`config.mk`:
```
export PLATFORM = sky130hd
export DESIGN_NAME = clk_period_meter_flat
export DESIGN_NICKNAME = d
export VERILOG_FILES = /design/src/rtl/clk_period_meter_pkg.sv /design/src/rtl/clk_period_meter_if.sv /design/src/rtl/clk_period_meter_sync_edge_detect.sv /design/src/rtl/clk_period_meter.sv /design/src/flat_wrapper.sv
export SDC_FILE = /design/constraint.sdc
export NUM_CORES = 1
export LEC_CHECK = 0
export ABC_AREA = 0
export CAP_MARGIN = 10
export CELL_PAD_IN_SITES_DETAIL_PLACEMENT = 0
export CELL_PAD_IN_SITES_GLOBAL_PLACEMENT = 2
export CORE_MARGIN = 1
export CORE_UTILIZATION = 38
export DETAILED_ROUTE_END_ITERATION = 8
export PLACE_DENSITY = 0.86
export SLEW_MARGIN = 20
export SYNTH_ARGS = -nofsm -noshare
export SYNTH_HDL_FRONTEND = slang
export SYNTH_SLANG_ARGS = --single-unit
```
`constraint.sdc`:
```
create_clock -name CLK_i -period 1.9 [get_ports CLK_i]
set_input_delay 0.19 -clock CLK_i [delete_from_list [all_inputs] [get_ports CLK_i]]
set_output_delay 0.19 -clock CLK_i [all_outputs]
set_load 0.01 [all_outputs]
```
`src/rtl/clk_period_meter_pkg.sv`:
```
// Shared types and defaults for the clock period meter and its synchroniser.
// State encoding is fixed so other blocks decoding the meter state agree on it.
package clk_period_meter_pkg;

    typedef enum logic {
        IDLE    = 1'b0,
        MEASURE = 1'b1
    } state_e;

    localparam int CNT_W_DEF       = 16;
    localparam int SYNC_STAGES_DEF = 2;

endpackage

```
`src/rtl/clk_period_meter_if.sv`:
```
// Enable/signal inputs and measurement results of clk_period_meter.
// The stimulus side (master) drives EN_i/SIG_i; the meter (slave) drives the results.
interface clk_period_meter_if
    import clk_period_meter_pkg::*;
#(
    parameter int CNT_W = CNT_W_DEF
);
    logic             EN_i;
    logic             SIG_i;
    logic [CNT_W-1:0] PERIOD_o;
    logic [CNT_W-1:0] HIGH_o;
    logic             VALID_o;
    logic             TIMEOUT_o;

    modport master (
        output EN_i, SIG_i,
        input  PERIOD_o, HIGH_o, VALID_o, TIMEOUT_o
    );

    modport slave (
        input  EN_i, SIG_i,
        output PERIOD_o, HIGH_o, VALID_o, TIMEOUT_o
    );
endinterface

```
`src/rtl/clk_period_meter_sync_edge_detect.sv`:
```
// Multi-flop synchroniser for an asynchronous slow clock/data line plus a
// rising-edge detector on the synchronised value.
module sync_edge_detect #(
    parameter int SYNC_STAGES = 2
) (
    input  logic CLK_i,
    input  logic RSTn_i,
    input  logic D_i,
    output logic Q_o,
    output logic RISE_o
);
    logic [SYNC_STAGES-1:0] sync_q;
    logic                   prev_q;

    always_ff @(posedge CLK_i or negedge RSTn_i) begin
        if (!RSTn_i) begin
            sync_q <= '0;
            prev_q <= 1'b0;
        end else begin
            sync_q <= {sync_q[SYNC_STAGES-2:0], D_i};
            prev_q <= sync_q[SYNC_STAGES-1];
        end
    end

    assign Q_o    = sync_q[SYNC_STAGES-1];
    assign RISE_o = Q_o & ~prev_q;
endmodule

```
`src/rtl/clk_period_meter.sv`:
```
// Measures period and high time of a slow, asynchronous clock in CLK_i cycles.
// Each accepted rising edge closes one period; the first edge after arming only opens one.
module clk_period_meter
    import clk_period_meter_pkg::*;
#(
    parameter int CNT_W       = CNT_W_DEF,
    parameter int SYNC_STAGES = SYNC_STAGES_DEF
) (
    input  logic               CLK_i,
    input  logic               RSTn_i,
    clk_period_meter_if.slave  mif
);
    localparam logic [CNT_W-1:0] CNT_MAX = '1;
    localparam logic [CNT_W-1:0] CNT_ONE = CNT_W'(1);

    state_e           state_q, state_d;
    logic             s, rise;
    logic [CNT_W-1:0] cnt_q, hcnt_q, cnt_d, hcnt_d;
    logic [CNT_W-1:0] period_q, high_q;
    logic             valid_q, timeout_q;
    logic             sat, accept, to_set, to_clr;

    sync_edge_detect #(.SYNC_STAGES(SYNC_STAGES)) u_sync (
        .CLK_i  (CLK_i),
        .RSTn_i (RSTn_i),
        .D_i    (mif.SIG_i),
        .Q_o    (s),
        .RISE_o (rise)
    );

    // Saturation is checked before increment, so cnt never wraps.
    assign sat = (cnt_q == CNT_MAX);

    always_ff @(posedge CLK_i or negedge RSTn_i) begin
        if (!RSTn_i) state_q <= IDLE;
        else         state_q <= state_d;
    end

    always_comb begin
        state_d = state_q;
        if (!mif.EN_i) begin
            state_d = IDLE;
        end else begin
            case (state_q)
                IDLE:    if (rise) state_d = MEASURE;
                MEASURE: if (sat)  state_d = IDLE;
                default:           state_d = IDLE;
            endcase
        end
    end

    // Edge cycle counts as cycle 1 of the new period and as its first high cycle.
    always_comb begin
        cnt_d  = '0;
        hcnt_d = '0;
        accept = 1'b0;
        to_set = 1'b0;
        to_clr = !mif.EN_i;
        if (mif.EN_i) begin
            case (state_q)
                IDLE: begin
                    if (rise) begin
                        cnt_d  = CNT_ONE;
                        hcnt_d = CNT_ONE;
                    end
                end
                MEASURE: begin
                    if (sat) begin
                        to_set = 1'b1;
                    end else if (rise) begin
                        accept = 1'b1;
                        to_clr = 1'b1;
                        cnt_d  = CNT_ONE;
                        hcnt_d = CNT_ONE;
                    end else begin
                        cnt_d  = cnt_q + CNT_ONE;
                        hcnt_d = hcnt_q + {{(CNT_W-1){1'b0}}, s};
                    end
                end
                default: ;
            endcase
        end
    end

    always_ff @(posedge CLK_i or negedge RSTn_i) begin
        if (!RSTn_i) begin
            cnt_q     <= '0;
            hcnt_q    <= '0;
            period_q  <= '0;
            high_q    <= '0;
            valid_q   <= 1'b0;
            timeout_q <= 1'b0;
        end else begin
            cnt_q   <= cnt_d;
            hcnt_q  <= hcnt_d;
            valid_q <= accept;
            if (accept) begin
                period_q <= cnt_q;
                high_q   <= hcnt_q;
            end
            if (to_set)      timeout_q <= 1'b1;
            else if (to_clr) timeout_q <= 1'b0;
        end
    end

    assign mif.PERIOD_o  = period_q;
    assign mif.HIGH_o    = high_q;
    assign mif.VALID_o   = valid_q;
    assign mif.TIMEOUT_o = timeout_q;
endmodule

```
`src/flat_wrapper.sv`:
```
// flat-port wrapper written by rule: the top's interface ports become plain ports
module clk_period_meter_flat import clk_period_meter_pkg::*;
#(
    parameter int CNT_W       = CNT_W_DEF,
    parameter int SYNC_STAGES = SYNC_STAGES_DEF
)
  (CLK_i, RSTn_i, mif_EN_i, mif_SIG_i, mif_PERIOD_o, mif_HIGH_o, mif_VALID_o, mif_TIMEOUT_o);
  clk_period_meter_if #(.CNT_W(CNT_W)) mif_i ();
  input  logic CLK_i;
  input  logic RSTn_i;
  input wire logic [$bits(mif_i.EN_i)-1:0] mif_EN_i;
  input wire logic [$bits(mif_i.SIG_i)-1:0] mif_SIG_i;
  output wire logic [$bits(mif_i.PERIOD_o)-1:0] mif_PERIOD_o;
  output wire logic [$bits(mif_i.HIGH_o)-1:0] mif_HIGH_o;
  output wire logic [$bits(mif_i.VALID_o)-1:0] mif_VALID_o;
  output wire logic [$bits(mif_i.TIMEOUT_o)-1:0] mif_TIMEOUT_o;
  assign mif_i.EN_i = mif_EN_i;
  assign mif_i.SIG_i = mif_SIG_i;
  assign mif_PERIOD_o = mif_i.PERIOD_o;
  assign mif_HIGH_o = mif_i.HIGH_o;
  assign mif_VALID_o = mif_i.VALID_o;
  assign mif_TIMEOUT_o = mif_i.TIMEOUT_o;
  clk_period_meter #(.CNT_W(CNT_W), .SYNC_STAGES(SYNC_STAGES)) u_core (.CLK_i(CLK_i), .RSTn_i(RSTn_i), .mif(mif_i));
endmodule
```
Word-level counts from Yosys, hierarchy flattened
Index checks and enable logic that the tools add are counted.
Storage, ports and cells
  register bits after elaboration: 70
  latch bits: 0
  memory bits (writable): 0
  memory bits (read-only): 0
  bits of input ports: 4
  word-level logic and storage cells: 42
  memories kept: 0
Operators by class
  add/subtract/negate cells: 2
  multipliers: 0
  divide/modulo/power cells: 0
  order comparisons: 0
  equal/unequal tests: 1
  shift-type cells: 0
  muxes and demuxes: 25
  bitwise operators: 3
  reductions and logical operators: 2
Operator list (number)
  $mux W16: 6
  $pmux W16 S2: 2
  $add A16 B1 Y16: 1
  $add A16 B1 Y16 const B: 1
  $eq A16 B16 Y1 const B: 1
  $mux W1: 16
  $not A1 Y1: 2
  $pmux W1 S2: 1
  $reduce_bool A2 Y1: 1
  $and A1 B1 Y1: 1
  $logic_not A1 Y1: 1

Logic depth before layout (Yosys ltp)
  depth in word-level cells: 8
  depth in mapped cells: 7

By module
From an unflattened synthesis, not the netlist that was laid out.
Unflattened totals
  cell total of the unflattened synthesis: 245
  area, all modules: 3100.5 um^2
Modules (own cells, without submodules)
  clk_period_meter: instances 1, cells each 241, area each 3011.6 um^2, sequential area each 1676.6 um^2
  sync_edge_detect: instances 1, cells each 4, area each 88.8 um^2, sequential area each 75.1 um^2

Worst setup path after synthesis
Ideal clock, no wire load.
  path type: register to register
  start point: reg u_core.cnt_q[0]
  end point: reg u_core.high_q[10], in the netlist u_core.mif.HIGH_o[10]
  arrival: 1.648 ns
  data required time: 1.775 ns
  setup slack: 0.126 ns
  stages on the path, launching flop included: 7
  path buffers: 1
  clock period less this slack: 1.774 ns
  path through: dfrtp_1 > ha_1 > nand3_1 > nor4_4 > nor2_2 > buf_6 > mux2_4
On the way
  word-level cells in the longest chain between the ends: 4
RTL lines
  start, declared: line clk_period_meter.sv:18  | logic [CNT_W-1:0] cnt_q, hcnt_q, cnt_d, hcnt_d;
  start signal, assigned: line clk_period_meter.sv:94  | cnt_q <= cnt_d;
  $eq A16 B16 Y1: line clk_period_meter.sv:32  | assign sat = (cnt_q == CNT_MAX);
  $mux W1: line clk_period_meter.sv:68  | if (sat) begin
  $mux W1: line clk_period_meter.sv:60  | case (state_q)
  $mux W1: line clk_period_meter.sv:59  | if (mif.EN_i) begin
  end signal, assigned: line clk_period_meter.sv:99  | high_q <= hcnt_q;
  end, declared: line clk_period_meter.sv:19  | logic [CNT_W-1:0] period_q, high_q;
Every way passes these cells.
A chain may end at the register's enable or synchronous reset.

Final worst setup path
  start point: reg u_core.cnt_q[0]
  end point: reg u_core.cnt_q[15]
On the way
  word-level cells in the longest chain between the ends: 5
  elaborated cells on any way between the ends: 6
  those cells by class: 1 x add/sub; 1 x eq/ne; 4 x mux
RTL lines
  $add A16 B1 Y16: line clk_period_meter.sv:76  | cnt_d = cnt_q + CNT_ONE;
  $mux W16: line clk_period_meter.sv:70  | end else if (rise) begin
  $mux W16 *: line clk_period_meter.sv:68
  $pmux W16 S2 *: line clk_period_meter.sv:60
  $mux W16 *: line clk_period_meter.sv:59
  named net u_core.cnt_d[15]: line clk_period_meter.sv:18
The timed path passes the listed nets; every way through them passes the cells marked *.

==> flow_summary_export.csv <==
group,metric,value,unit
floorplanning,die_w,92.15,µm
worst_setup_path,cp_data_required_time,2.12,ns
pwr,irDropWorstVdd,0.2956,mV
clock_network,cts.clk_slew.worst_paths,0.07,ns
place,io_buffers,37,
floorplanning,dieArea,8491,µm²
global_routing,grt_pass1_wl,9673,µm
drt,vias,2044,
pwr,power_density,730.5,nW/µm²
global_routing,grt_max_degree,71,
yosys,synthesis.nets,249,
sta,layout_min_cycle_time,1.771,ns
sta,hold_viol_final,0,
worst_setup_path,startpoint,"u_core.cnt_q[0]$_DFF_PN0_",
status,status,"completed",
sta,fin_tns_setup,0,ns
sta,skew,0.01298,ns
floorplanning,initial_utilization,39.55,%
yosys,synth_area_per_cell,12.76,µm²
worst_setup_path,crit_path_end_kind,"register",
finish,layout.nets,312,
finish,multi_input_area,1271,µm²
worst_setup_path,reg2reg_to,"u_core.cnt_q[15]$_DFF_PN0_",
sta,report.final.slew_viol_count,0,
yosys,synthCells,242,
clock_network,clock_latency,0.35,ns
worst_setup_path,critPathLaunchType,"register",
worst_setup_path,cp_data_arrival_time,1.99,ns
sta,max_slew_margin,74.66,%
yosys,ys_ff_latch,70,
clock_network,post_cts_buffers,0,
finish,num-fill-cells,687,
finish,seq_area,1753,µm²
floorplanning,core-area,7807,µm²
clock_network,cts_tree,"done",
yosys,syn-cell-area,3088,µm²
global_routing,gr-usage-met2,21.02,%
place,dp_hpwl,3884,µm
worst_setup_path,reg2reg_depth,7,
drt,final_antenna_net_count,0,
drt,first_pass_iters,4,
finish,areaGrowthSynthToFinish,27.27,%
sta,worst_pin_slew,0.3801,ns
sta,whs,0.2775,ns
yosys,synth_flop_cell,"dfrtp_1",
clock_network,cts_root_buffer,"clkbuf_8",
sta,min_period_over_period,93.22,%
sta,max_freq,564.6,MHz
finish,antenna_cells,0,
worst_setup_path,r2r_start,"u_core.cnt_q[0]$_DFF_PN0_",
drt,wl,5792,µm
sta,grt_setup_unrepaired,"false",
run,cap_violations,0,
worst_setup_path,regToRegSetupSlack,0.13,ns
drt,drc_errors,0,
global_routing,grt_util_met1,21.50,%
hold_path,hold_class,"primary input to register",
drt,drt_iter0_drc,68,
clock_network,htreeDepth,3,
place,gp_congestion,0.7768,
drt,wl_per_cell,14.06,µm
worst_setup_path,crit_type,"register to register",
finish,drive_above_1_share,23.55,%
global_routing,grt-ovfl-total,0,
drt,viasPerCell,4.961,
worst_setup_path,endpoint,"u_core.cnt_q[15]$_DFF_PN0_",
clock_network,cts_buffers,9,
global_routing,grt_antenna_before_repair,0,
global_routing,grt_pass1_vias,1962,
yosys,ys_seq_area_share,56.73,%
clock_network,clockBufferDepth,2,
floorplanning,pin_count,38,
sta,finalSetupViolCount,0,
yosys,yosysWarnings,0,
worst_setup_path,path_max_fanout,25,
clock_network,clock-sinks,70,
floorplanning,die_h,92.15,µm
floorplanning,row_count,32,
pwr,power_leakage,1.680,nW
pwr,finalPower,2.871,mW
yosys,async_reset_ff_share,100.0,%
global_routing,grt.met3_usage,2.488,%
yosys,yosys.cell_types.count,33,
global_routing,grt-busiest-layer,"met1",
yosys,synth_edf_count,0,
global_routing,grt_usage,14.80,%
==> per-layer routing <==
metal  routed length (µm)  vias up  share of wire (%)
li1                     -      970                  -
met5                    0        -                  0
met1                 2930     1019                 51
met4                  123        0                2.1
met2                 2584       44                 45
met3                  154       11                2.7
==> placed cells by master (no fill, tap or decap), types with 10 or more instances in the layout <==
cell / n
buf_4: 17
clkdlybuf4s50_1: 36
dfrtp_1: 69
mux2_4: 28
nand2_1: 12
nand4_1: 10
nor2_1: 31
xnor2_1: 17
xor2_1: 10
==> stage by stage <==
stage	setup WS, ns	std cells	cell area [µm²]	utilization, %
6_report	0.1287	412	3930	50.34
5_1_grt	0.003996	412	3930	50.34
4_1_cts	0.1095	412	3929	50.32
3_5_place_dp	0.1145	395	3722	47.68
3_3_place_gp	0.1390	395	3722	47.68
2_1_floorplan	0.1265	242	3088	-
==> registers in the layout, indices dropped and copies added (netlist names) <==
name                  cells
u_core.cnt_q             16
u_core.hcnt_q            16
u_core.mif.HIGH_o        16
u_core.mif.PERIOD_o      16
u_core.mif.TIMEOUT_o      1
u_core.mif.VALID_o        1
u_core.state_q            1
u_core.u_sync.prev_q      1
u_core.u_sync.sync_q      2
==> synthesized netlist by cell type, types with 3 or more instances <==
cell type | instances | area share, %
buf_6 | 3 | 1.1
dfrtp_1 | 70 | 57
ha_1 | 3 | 1.2
inv_1 | 5 | 0.61
mux2_4 | 28 | 14
nand2_1 | 12 | 1.5
nand3_1 | 9 | 1.5
nand4_1 | 10 | 2.0
nor2_1 | 31 | 3.8
nor3_1 | 7 | 1.1
nor4_1 | 6 | 1.2
xnor2_1 | 17 | 4.8
xor2_1 | 10 | 2.8
==> power breakdown <==
group	switching (mW)	internal [mW]	leakage, nW
sequential	0.0192	1.51	0.963
clock	0.584	0.610	0.0960
combinational	0.0732	0.0716	0.621
total	0.676	2.19	1.68
==> worst min path at each step <==
stage	start	cells past startpoint	to
final	mif_SIG_i	1	u_core.u_sync.sync_q[0]$_DFF_PN0_
after detailed placement	RSTn_i	2	u_core.mif.PERIOD_o[11]$_DFFE_PN0P_
after CTS	mif_SIG_i	1	u_core.u_sync.sync_q[0]$_DFF_PN0_
after global routing	mif_SIG_i	1	u_core.u_sync.sync_q[0]$_DFF_PN0_
after global placement	RSTn_i	2	u_core.mif.PERIOD_o[11]$_DFFE_PN0P_
after floorplan	RSTn_i	0	u_core.cnt_q[0]$_DFF_PN0_
==> critical path, cell delays in order (launching register included) <==
cell and delay [ns]:
dfrtp_1 0.35, ha_1 0.19, nand3_1 0.15, nor4_4 0.36
buf_4 0.18, or2_2 0.17, buf_12 0.18, a21oi_1 0.06
==> area by class of cell <==
type | count | share of cell area [%]
tap | 102 | 3.247
inverter | 5 | 0.4776
timing repair buffer | 58 | 14.33
clock inverter | 7 | 1.847
clock buffer | 9 | 3.152
multi-input combinational | 161 | 32.35
sequential | 70 | 44.60
==> logic make-up after synthesis <==
family	count (synthesis)	synth area share, %
compound gates	10	2.148
flops	70	56.73
simple gates	90	15.32
xor+xnor	27	7.658
buf+inv	11	2.269
mux	31	14.67
fa+ha+maj	3	1.216
==> timing repair <==
| action | in CTS | in global routing |
|---|---|---|
| gates resized for setup | 0 | 1 |
| setup endpoints to repair | 0 | 1 |
| hold endpoints to repair | 70 | 0 |
| hold buffers | 1 | 0 |
Note: power is estimated with default switching activity, not from simulation.
